<file path="src/rtl/bridge_pkg.sv">
// Shared types and default address map for the multi-channel CPU-to-peripheral bridge.
package bridge_pkg;

  typedef enum logic [1:0] {
    ST_IDLE   = 2'd0,
    ST_ACCESS = 2'd1,
    ST_RESP   = 2'd2
  } bridge_state_e;

  localparam int DEF_N_SLV = 6;
  localparam int DEF_AW    = 32;

  // Slave i lives at [i*AW +: AW]: DRAM, DIG, LED, SW, BTN, spare.
  localparam logic [DEF_N_SLV*DEF_AW-1:0] DEF_BASE = {
    32'hFFFF_F100, 32'hFFFF_F078, 32'hFFFF_F070,
    32'hFFFF_F060, 32'hFFFF_F000, 32'h0000_0000
  };
  localparam logic [DEF_N_SLV*DEF_AW-1:0] DEF_MASK = {
    32'hFFFF_FF00, 32'hFFFF_FFFC, 32'hFFFF_FFFC,
    32'hFFFF_FFFC, 32'hFFFF_FFFC, 32'hFFFF_0000
  };

  function automatic logic [7:0] sat_inc8(input logic [7:0] v);
    return (v == 8'hFF) ? v : v + 8'd1;
  endfunction

endpackage

</file>
<file path="src/rtl/bridge_addr_decode.sv">
// Combinational base/mask address decoder; the lowest matching slave index wins.
module bridge_addr_decode
  import bridge_pkg::*;
#(
  parameter int                    N_SLV    = DEF_N_SLV,
  parameter int                    AW       = DEF_AW,
  parameter logic [N_SLV*AW-1:0]   SLV_BASE = DEF_BASE,
  parameter logic [N_SLV*AW-1:0]   SLV_MASK = DEF_MASK
) (
  input  logic [AW-1:0]    addr_i,
  output logic [N_SLV-1:0] sel_o,
  output logic             hit_o
);

  always_comb begin
    sel_o = '0;
    hit_o = 1'b0;
    for (int i = 0; i < N_SLV; i++) begin
      if (!hit_o && ((addr_i & SLV_MASK[i*AW +: AW]) == SLV_BASE[i*AW +: AW])) begin
        sel_o[i] = 1'b1;
        hit_o    = 1'b1;
      end
    end
  end

endmodule

</file>
<file path="src/rtl/bus_bridge_mc.sv">
// CPU-to-peripheral bridge: decodes one CPU request onto N_SLV slave channels with
// per-slave wait states, byte strobes, bus timeout and decode-error reporting.
module bus_bridge_mc
  import bridge_pkg::*;
#(
  parameter int                    N_SLV    = DEF_N_SLV,
  parameter int                    AW       = DEF_AW,
  parameter int                    DW       = 32,
  parameter logic [N_SLV*AW-1:0]   SLV_BASE = DEF_BASE,
  parameter logic [N_SLV*AW-1:0]   SLV_MASK = DEF_MASK,
  parameter int                    TIMEOUT  = 255
) (
  input  logic                cpu_clk,
  input  logic                fpga_rstn,
  input  logic                m_req,
  input  logic                m_we,
  input  logic [AW-1:0]       m_addr,
  input  logic [DW-1:0]       m_wdata,
  input  logic [DW/8-1:0]     m_wstrb,
  output logic                m_ready,
  output logic [DW-1:0]       m_rdata,
  output logic                m_err,
  output logic [N_SLV-1:0]    s_sel,
  output logic                s_we,
  output logic [AW-1:0]       s_addr,
  output logic [DW-1:0]       s_wdata,
  output logic [DW/8-1:0]     s_wstrb,
  input  logic [N_SLV-1:0]    s_ready,
  input  logic [N_SLV*DW-1:0] s_rdata,
  output logic [AW-1:0]       err_addr,
  output logic [7:0]          err_cnt,
  output logic [1:0]          dbg_state
);

  // Handshake: the CPU holds m_req level-high until it sees the one-cycle m_ready pulse;
  // a slave completes by raising s_ready[i] while s_sel[i] is high, and nothing else counts.

  localparam int CW = (TIMEOUT > 0) ? $clog2(TIMEOUT + 1) : 1;

  bridge_state_e     state_q;
  logic              m_ready_q, m_err_q, s_we_q;
  logic [DW-1:0]     m_rdata_q, s_wdata_q;
  logic [N_SLV-1:0]  s_sel_q;
  logic [AW-1:0]     s_addr_q, err_addr_q;
  logic [DW/8-1:0]   s_wstrb_q;
  logic [7:0]        err_cnt_q;
  logic [CW-1:0]     wait_cnt_q;

  logic [N_SLV-1:0]  dec_sel;
  logic              dec_hit;
  logic              sel_ready;
  logic              timeout_hit;
  logic [DW-1:0]     rd_mux;

  bridge_addr_decode #(
    .N_SLV    (N_SLV),
    .AW       (AW),
    .SLV_BASE (SLV_BASE),
    .SLV_MASK (SLV_MASK)
  ) u_decode (
    .addr_i (m_addr),
    .sel_o  (dec_sel),
    .hit_o  (dec_hit)
  );

  assign sel_ready   = |(s_ready & s_sel_q);
  assign timeout_hit = (TIMEOUT != 0) && (wait_cnt_q == CW'(TIMEOUT));

  always_comb begin
    rd_mux = '0;
    for (int i = 0; i < N_SLV; i++) begin
      if (s_sel_q[i]) rd_mux = rd_mux | s_rdata[i*DW +: DW];
    end
  end

  always_ff @(posedge cpu_clk or negedge fpga_rstn) begin
    if (!fpga_rstn) begin
      state_q    <= ST_IDLE;
      m_ready_q  <= 1'b0;
      m_err_q    <= 1'b0;
      m_rdata_q  <= '0;
      s_sel_q    <= '0;
      s_we_q     <= 1'b0;
      s_addr_q   <= '0;
      s_wdata_q  <= '0;
      s_wstrb_q  <= '0;
      err_addr_q <= '0;
      err_cnt_q  <= '0;
      wait_cnt_q <= '0;
    end else begin
      m_ready_q <= 1'b0;
      m_err_q   <= 1'b0;
      case (state_q)
        ST_IDLE: begin
          if (m_req) begin
            s_we_q     <= m_we;
            s_addr_q   <= m_addr;
            s_wdata_q  <= m_wdata;
            s_wstrb_q  <= m_we ? m_wstrb : '0;
            wait_cnt_q <= '0;
            if (dec_hit) begin
              s_sel_q <= dec_sel;
              state_q <= ST_ACCESS;
            end else begin
              state_q    <= ST_RESP;
              m_ready_q  <= 1'b1;
              m_err_q    <= 1'b1;
              m_rdata_q  <= '0;
              err_addr_q <= m_addr;
              err_cnt_q  <= sat_inc8(err_cnt_q);
            end
          end
        end
        ST_ACCESS: begin
          if (sel_ready) begin
            state_q   <= ST_RESP;
            m_ready_q <= 1'b1;
            m_rdata_q <= s_we_q ? '0 : rd_mux;
            s_sel_q   <= '0;
          end else if (timeout_hit) begin
            state_q    <= ST_RESP;
            m_ready_q  <= 1'b1;
            m_err_q    <= 1'b1;
            m_rdata_q  <= '0;
            s_sel_q    <= '0;
            err_addr_q <= s_addr_q;
            err_cnt_q  <= sat_inc8(err_cnt_q);
          end else begin
            wait_cnt_q <= wait_cnt_q + CW'(1);
          end
        end
        // The response cycle never samples m_req, so a held request is not re-accepted.
        ST_RESP: state_q <= ST_IDLE;
        default: state_q <= ST_IDLE;
      endcase
    end
  end

  assign m_ready   = m_ready_q;
  assign m_err     = m_err_q;
  assign m_rdata   = m_rdata_q;
  assign s_sel     = s_sel_q;
  assign s_we      = s_we_q;
  assign s_addr    = s_addr_q;
  assign s_wdata   = s_wdata_q;
  assign s_wstrb   = s_wstrb_q;
  assign err_addr  = err_addr_q;
  assign err_cnt   = err_cnt_q;
  assign dbg_state = state_q;

endmodule
</file>
<file path="config.mk">
export PLATFORM = sky130hd
export DESIGN_NAME = bus_bridge_mc
export DESIGN_NICKNAME = d
export VERILOG_FILES = /design/src/rtl/bridge_pkg.sv /design/src/rtl/bridge_addr_decode.sv /design/src/rtl/bus_bridge_mc.sv
export SDC_FILE = /design/constraint.sdc
export NUM_CORES = 1
export LEC_CHECK = 0
export CAP_MARGIN = 20
export CORE_AREA = 2 2 162 164
export CTS_CLUSTER_SIZE = 20
export DETAILED_ROUTE_END_ITERATION = 10
export DIE_AREA = 0 0 164 166
export PLACE_DENSITY = 0.73
export SLEW_MARGIN = 20
export SYNTH_ARGS = -nofsm -noshare
export SYNTH_HDL_FRONTEND = slang
export SYNTH_SLANG_ARGS = --single-unit
</file>
<file path="constraint.sdc">
create_clock -name cpu_clk -period 2.7 [get_ports cpu_clk]
set_input_delay 0.54 -clock cpu_clk [delete_from_list [all_inputs] [get_ports cpu_clk]]
set_output_delay 0.54 -clock cpu_clk [all_outputs]
set_load 0.02 [all_outputs]
</file>
==> results.md, run 1 <==
- Drt via density: between 5 and 6
- Sequential cell area: between 0.003 and 0.004 mm2
- CTS buffer count: 17
- Top-area cell type share of the netlist area: 0.5029
- Initial Util: 0.3088
- Mapped cell area: between 0.007 and 0.008 mm2
- Setup crit start kind: register
- Worst endpoint required time: ~2.2 ns
- Layout cell share with drive strength beyond 1: 0.1089
- Synth cell types: 50
- Pin count of the biggest net entering global routing: 77
- 1st-pass router iterations: 5
- RSZ-0062 raised after global routing: false
- Status: finished, final reports clean
- Mapped Cells: 866
- H-tree Lvls: 4
- Clk root buf: clkbuf_16
- Top post-synthesis cells by area: dfrtp_1 (50%), nand2_1 (15%), a22oi_1 (9.6%), mux2_2 (4.7%), a22o_1 (3.5%)
- CP Cell Sequence: buf_4 -> clkdlybuf4s50_1
- Commonest cells post-synth: nand2_1 (310), dfrtp_1 (159), a22oi_1 (101), clkbuf_1 (50), nand3_1 (46)
- Detail Placement HPWL: roughly 28000 um
- Fin. Hold Viols: 0
- DR top layer: met5
- GRT Residual Overflow: 0
- Critical R2R Launch: wait_cnt_q[0]$_DFFE_PN0P_
- Mean routed wirelength per cell: roughly 22 um
- Vias after detailed routing: about 8700
- FILL cells: around 2300
- Leak: around 5.9 nW
- Relative slew slack: 0.4193
- Max Cap Viol: 0
- Die ar.: roughly 0.027 mm2
- Cell Pwr Density: approximately 550 mW/mm2
- Routability cong.: approximately 0.88
- Worst path buffer plus inverter count: 2
- Iter 0 DRT Violations: 694
- Peak VDD IR: roughly 0.43 mV
- Total length of routed met2 wires: approximately 18000 um
- Die height: about 170 um
- Critical Path Start: s_sel[0]$_DFFE_PN0P_
- # IOs: 421
- Period utilization: 0.8994
- Final net count: approximately 1600
- Max incr delay on CP: roughly 0.70 ns
- Worst slew pin tran: ~0.87 ns
- Post-CTS setup buffers: 0
- Total Routing Usage GR: 0.2703
- Ys flop type: dfrtp_1
- Cell taking the most area after synthesis: dfrtp_1
- Min-Delay Path Class: in2async
- Resize count post-CTS: 0
- EDFF count, synth: 0
- Vias in the first global route: 8885
- Power Total: 0.007389 W
- Syn_area_per_cell: 9.135 um2
- Crit path time final: roughly 2.4 ns
- Top Family by Delay on Critical Path: buffers and inverters
- Post-synth net total: ~1100
- Worst Setup End Kind: output port
- Core Region: between 0.02 and 0.03 mm2
- Die X: 164 um
- # DRC: 0
- Area delta synth->final: 70.60%
- #FFs+latches synth: 159
- Final WL: between 30000 and 40000 um
- Initial antenna violation count: 12
- Class of the most critical setup path: reg2out
- Multi-input gate area: 0.003675 mm2
- First-pass GRT wire length: between 50000 and 60000 um
- Worst Path Max Fanout: 34
- Slew Viols, Final: 0
- DR WL met3: 3488 um
- Clk buf depth: 2
- # hold bufs at CTS: 0
- Final instance area: roughly 0.013 mm2
- Register area share after synthesis: 0.5029
- Critical-path top delay cell: clkdlybuf4s50_1
- Most common cell in the netlist: nand2_1
- Fmax: 411.8 MHz
- Critical path arrival: 1.89 ns
- Clock Latency Late Sink: ~0.43 ns
- Clock transition at path regs: around 0.070 ns
- Placed inst area: between 0.01 and 0.015 mm2
- CTS tree: built
- Share of flip-flops with an asynchronous set or reset: 1.000
- Synth warnings: 0
- I/O Buffers: 420
- Worst Skew: approximately 0.011 ns
- Setup violators final: 0
- Clock Sinks: roughly 160
- FP Rows: 59
- Antenna-violating nets left: 0
- Met1 WL: about 14000 um
-- worst reg2reg max path, delay by kind of cell (launching register included) --
kind            cells  cell delay (ns)
compound gates      1             0.33
mux                 1             0.20
buf+inv             1             0.22
simple gates        3             0.64
fa+ha+maj           1             0.25
flops               1             0.39
-- placed cells by master (no fill, tap or decap), drive strengths merged, types with 13 or more instances in the layout --
| cell | synthesis | routed |
|---|---|---|
| clkdlybuf4s50 | 0 | 419 |
| nand2 | 310 | 310 |
| dfrtp | 159 | 159 |
| a22oi | 101 | 101 |
| buf | 10 | 66 |
| nand3 | 46 | 46 |
| mux2 | 33 | 33 |
| a22o | 32 | 32 |
| inv | 10 | 18 |
| clkbuf | 51 | 17 |
| nor2 | 13 | 13 |
-- cell type report --
| cell class | instances | share of cell area |
|---|---|---|
| inverters | 10 | 0.002781 |
| flip-flops and latches | 159 | 0.2948 |
| well taps | 335 | 0.03106 |
| clock buffers | 17 | 0.03152 |
| clock inverters | 15 | 0.01261 |
| diodes | 9 | 0.001669 |
| multi-input cells | 636 | 0.2723 |
| repair buffers | 485 | 0.3533 |
-- layer usage --
metal	track usage	vias to the layer above
met5	0	-
li1	-	3941
met2	0.4485	457
met4	0.1243	4
met1	0.3149	4206
met3	0.08941	73
-- registers in the layout (all words and copies together), names as in the netlist, 2 cells and up --
| name | cells |
|---|---|
| err_addr | 32 |
| m_rdata | 32 |
| s_addr | 32 |
| s_wdata | 32 |
| err_cnt | 8 |
| wait_cnt_q | 8 |
| s_sel | 6 |
| s_wstrb | 4 |
| dbg_state | 2 |
-- cells by family (layout without fill, tap and decap cells) --
family	Yosys count	count (layout)	share of synthesized area
adder cells (fa/ha/maj)	2	2	0.003163
flip-flops	159	159	0.5029
other	0	9	0
AO/OA/AOI/OAI	169	169	0.1673
multiplexers	41	41	0.05709
buffers and inverters	71	527	0.03732
XOR/XNOR	6	6	0.006642
AND/OR/NAND/NOR	418	418	0.2255
-- path summary, 6_finish.rpt --
check	endpoint	slack (ns)	depth (start not counted)
worst min register to register	s_wstrb[2]$_DFFE_PN0P_	0.48	2
max in group asynchronous	m_rdata[3]$_DFFE_PN0P_	1.79	2
worst min-delay path	m_rdata[26]$_DFFE_PN0P_	0.09	1
worst max register to register	s_sel[0]$_DFFE_PN0P_	0.60	7
min in group cpu_clk	s_wstrb[2]$_DFFE_PN0P_	0.48	2
worst max-delay path	s_sel[0]	0.27	2
-- metrics by stage --
step | hold slack [ns] | setup WS [ns] | utilization | instances | setup TNS, ns
2_1_floorplan | 0.2444 | 0.4068 | - | 866 | 0
3_3_place_gp | 0.4561 | -0.1332 | 0.5028 | 1625 | -4.955
3_5_place_dp | 0.4632 | -0.1669 | 0.5028 | 1625 | -7.441
4_1_cts | 0.1028 | 0.2657 | 0.5260 | 1657 | 0
5_1_grt | 0.1206 | 0.1919 | 0.5269 | 1666 | 0
6_report | 0.09276 | 0.2716 | 0.5269 | 1666 | 0
-- power breakdown --
part | switching [W] | total [W] | internal, W
clock | 0.00120 | 0.00245 | 0.00125
sequential | 0.000212 | 0.00286 | 0.00264
combinational | 0.00101 | 0.00208 | 0.00107
total | 0.00242 | 0.00739 | 0.00497
No activity file was read; power rests on OpenSTA's default activity.
==> run 2, diff against run 1 <==
--- a/config.mk
+++ b/config.mk
@@ -11,6 +11,7 @@
 export DETAILED_ROUTE_END_ITERATION = 10
 export DIE_AREA = 0 0 164 166
 export PLACE_DENSITY = 0.73
+export RECOVER_POWER = 100
 export SLEW_MARGIN = 20
 export SYNTH_ARGS = -nofsm -noshare
 export SYNTH_HDL_FRONTEND = slang
==> run 2 against run 1 <==
Compared with the run above:
- the run now ends with capacitance limit, slew limit left
- critical path type is now in2reg
- die area unchanged
- critical path depth up 6
- utilization down 0.23 points
- first-iteration DRC count down 4.0%
- critical endpoint is now err_cnt[1]$_DFFE_PN0P_
- register-to-register slack worse by 0.14 ns
- worst setup slack worse by 0.060 ns
- non-clock buffer count unchanged
- cell area down 0.44%
- final cell count unchanged
- clock power about the same
- via count up 0.69%
==> results.md, run 2 (same netlist as run 1, synthesis figures left out) <==
- Critical-path top delay cell: clkdlybuf4s50_1 (unchanged)
- Cell Pwr Density: 540.5 mW/mm2 (was 547.5 mW/mm2)
- FILL cells: 2354 (was 2332)
- First-pass GRT wire length: 54860 um (unchanged)
- Vias after detailed routing: 8741 (was 8681)
- Setup violators final: 0 (unchanged)
- Die ar.: 0.02722 mm2 (unchanged)
- Most frequent cells in the layout: nand2_1 (310), clkdlybuf4s50_1 (267), dfrtp_1 (159) (was clkdlybuf4s50_1 (419), nand2_1 (310), dfrtp_1 (159))
- 1st-pass router iterations: 5 (unchanged)
- Status: complete, but fails checks (was finished, final reports clean)
- Post-CTS setup buffers: 0 (unchanged)
- Sw frac: 0.3309 (was 0.3280)
- Routability cong.: 0.8771 (unchanged)
- Crit path time final: 2.488 ns (was 2.428 ns)
- Worst slew pin tran: 1.645 ns (was 0.8710 ns)
- Die X: 164 um (unchanged)
- Final WL: 36820 um (was 36860 um)
- Sequential Power Share: 0.392 (was 0.387)
- Initial Util: 0.3088 (unchanged)
- Area delta synth->final: 69.86% (was 70.60%)
- H-tree Lvls: 4 (unchanged)
- Slew Viols, Final: 59 (was 0)
- Critical path arrival: 2.80 ns (was 1.89 ns)
- Detail Placement HPWL: 28370 um (unchanged)
- Resize count post-CTS: 0 (unchanged)
- Logic gate share of total power: 0.271 (was 0.281)
- Iter 0 DRT Violations: 666 (was 694)
- # IOs: 421 (unchanged)
- Class of the most critical setup path: in2reg (was reg2out)
- CTS tree: built (unchanged)
- GRT Residual Overflow: 0 (unchanged)
- Fmax: 401.9 MHz (was 411.8 MHz)
- CTS buffer count: 17 (unchanged)
- Top Family by Delay on Critical Path: buffers and inverters (unchanged)
- Leak: 6.103 nW (was 5.910 nW)
- Sequential cell area: 0.003979 mm2 (unchanged)
- Worst Setup End Kind: register (was output port)
- Max Cap Viol: 1 (was 0)
- I/O Buffers: 420 (unchanged)
- Mean routed wirelength per cell: 22.10 um (was 22.13 um)
- # DRC: 0 (unchanged)
- Placed instance count: 1625 (unchanged)
- Worst path buffer plus inverter count: 3 (was 2)
- Relative slew slack: -0.09669 (was 0.4193)
- Worst endpoint required time: 3.01 ns (was 2.16 ns)
- Dpl ws: -0.1669 ns (unchanged)
- Clk root buf: clkbuf_16 (unchanged)
- Min-Delay Path Class: reg2reg (was in2async)
- Clock Sinks: 159 (unchanged)
- Clock transition at path regs: 0.07 ns (about the same)
- Peak VDD IR: 0.4325 mV (was 0.4336 mV)
- Antenna-violating nets left: 0 (unchanged)
- Drt via density: 5.247 (was 5.211)
- Worst Path Max Fanout: 13 (was 34)
- Commonest non-fill, non-tap cell in the layout: nand2_1 (was clkdlybuf4s50_1)
- Initial antenna violation count: 13 (was 12)
- Finished Layout Cells: 1666 (unchanged)
- Die height: 166 um (unchanged)
- Core Region: 0.02562 mm2 (unchanged)
- Worst Slack Setup Final: 0.2117 ns (was 0.2716 ns)
- Worst Skew: 0.01070 ns (was 0.01139 ns)
- Vias in the first global route: 8885 (unchanged)
- Clock Latency Late Sink: 0.43 ns (about the same)
- Layout cell share with drive strength beyond 1: 0.1021 (was 0.1089)
- CP Cell Sequence: clkdlybuf4s50_1 -> or3_1 -> a211oi_2 -> buf_4 -> o211ai_4 -> clkbuf_2 -> a31oi_1 -> mux2_2 (was buf_4 -> clkdlybuf4s50_1)
- Internal: 0.004860 W (was 0.004965 W)
- Total Routing Usage GR: 0.2703 (unchanged)
- Final net count: 1581 (unchanged)
- FP Rows: 59 (unchanged)
- RSZ-0062 raised after global routing: false (unchanged)
- Sw Pwr: 0.002403 W (was 0.002424 W)
- Pin count of the biggest net entering global routing: 77 (unchanged)
- Clock share of power: 0.338 (was 0.332)
- Multi-input gate area: 0.003650 mm2 (was 0.003675 mm2)
- Violated checks: capacitance limit, slew limit
- Max incr delay on CP: 0.46 ns (was 0.70 ns)
- Fin. Hold Viols: 0 (unchanged)
- Clk buf depth: 2 (unchanged)
- Period utilization: 0.9216 (was 0.8994)
- # hold bufs at CTS: 0 (unchanged)
- Setup crit start kind: input pin (was register)
==> run 2: changes by cell type in the layout (fill, tap and decap cells not counted), sizes merged <==
cell	change
dlygate4sd3	+152
clkbuf	+13
buf	-13
clkdlybuf4s50	-152
==> run 2: metal layers <==
metal  routed length (um)  share of wire  track usage  up-vias
met4                 1541          0.042       0.1243        6
li1                     -              -            -     3959
met5                   35        0.00095            0        -
met3                 3431          0.093      0.08941       89
met2                17840           0.48       0.4485      466
met1                13970           0.38       0.3149     4221
==> run 2: layout make-up <==
class                   instances  area share
multi-input cells             636      0.2716
flip-flops and latches        159      0.2961
inverters                      10    0.002793
repair buffers                485      0.3523
clock inverters                15     0.01266
clock buffers                  17     0.03166
well taps                     335     0.03119
diodes                          9    0.001676
==> run 2: final timing paths <==
check | startpoint | slack, ns | endpoint | cells after the start
hold reg to reg | s_wstrb[2]$_DFFE_PN0P_ | 0.47 | s_wstrb[2]$_DFFE_PN0P_ | 2
setup reg to reg | dbg_state[1]$_DFFE_PN0P_ | 0.46 | s_wstrb[0]$_DFFE_PN0P_ | 4
max in group asynchronous | fpga_rstn | 0.53 | s_addr[27]$_DFFE_PN0P_ | 2
setup / recovery | m_addr[4] | 0.21 | err_cnt[1]$_DFFE_PN0P_ | 8
hold / removal | s_wstrb[2]$_DFFE_PN0P_ | 0.47 | s_wstrb[2]$_DFFE_PN0P_ | 2
min in group asynchronous | fpga_rstn | 0.52 | m_rdata[26]$_DFFE_PN0P_ | 1
==> run 2: power groups by stage <==
stage	registers (W)	clock network (W)	logic (W)
3_3_place_gp	0.00289	0	0.00205
5_1_grt	0.00289	0.00262	0.00211
3_5_place_dp	0.00290	0	0.00208
4_1_cts	0.00286	0.00251	0.00209
2_1_floorplan	0.00319	0	0.000487
6_report	0.00284	0.00245	0.00197
==> run 2: tightest hold or removal path: stages, from the launching register on <==
cell and delay, ns:
dfrtp_1 0.33, nand2_1 0.05, o21ai_0 0.06
==> run 2: stage by stage <==
step	instance area [um2]	hold WS, ns	total power (W)	setup TNS [ns]	utilization
5_1_grt	13440	0.5030	0.007621	0	0.5246
6_report	13440	0.4740	0.007263	0	0.5246
3_3_place_gp	12880	0.4561	0.004939	-4.955	0.5028
2_1_floorplan	7911	0.2444	0.003678	0	-
3_5_place_dp	12880	0.4632	0.004986	-7.441	0.5028
4_1_cts	13470	0.1028	0.007460	0	0.5260
==> run 3, diff against run 2 <==
--- a/config.mk
+++ b/config.mk
@@ -7,7 +7,7 @@
 export LEC_CHECK = 0
 export CAP_MARGIN = 20
 export CORE_AREA = 2 2 162 164
-export CTS_CLUSTER_SIZE = 20
+export CTS_CLUSTER_SIZE = 25
 export DETAILED_ROUTE_END_ITERATION = 10
 export DIE_AREA = 0 0 164 166
 export PLACE_DENSITY = 0.73
==> results of run 3 <==
Same layout as run 2: the final DEF is identical, and so are final timing and power.
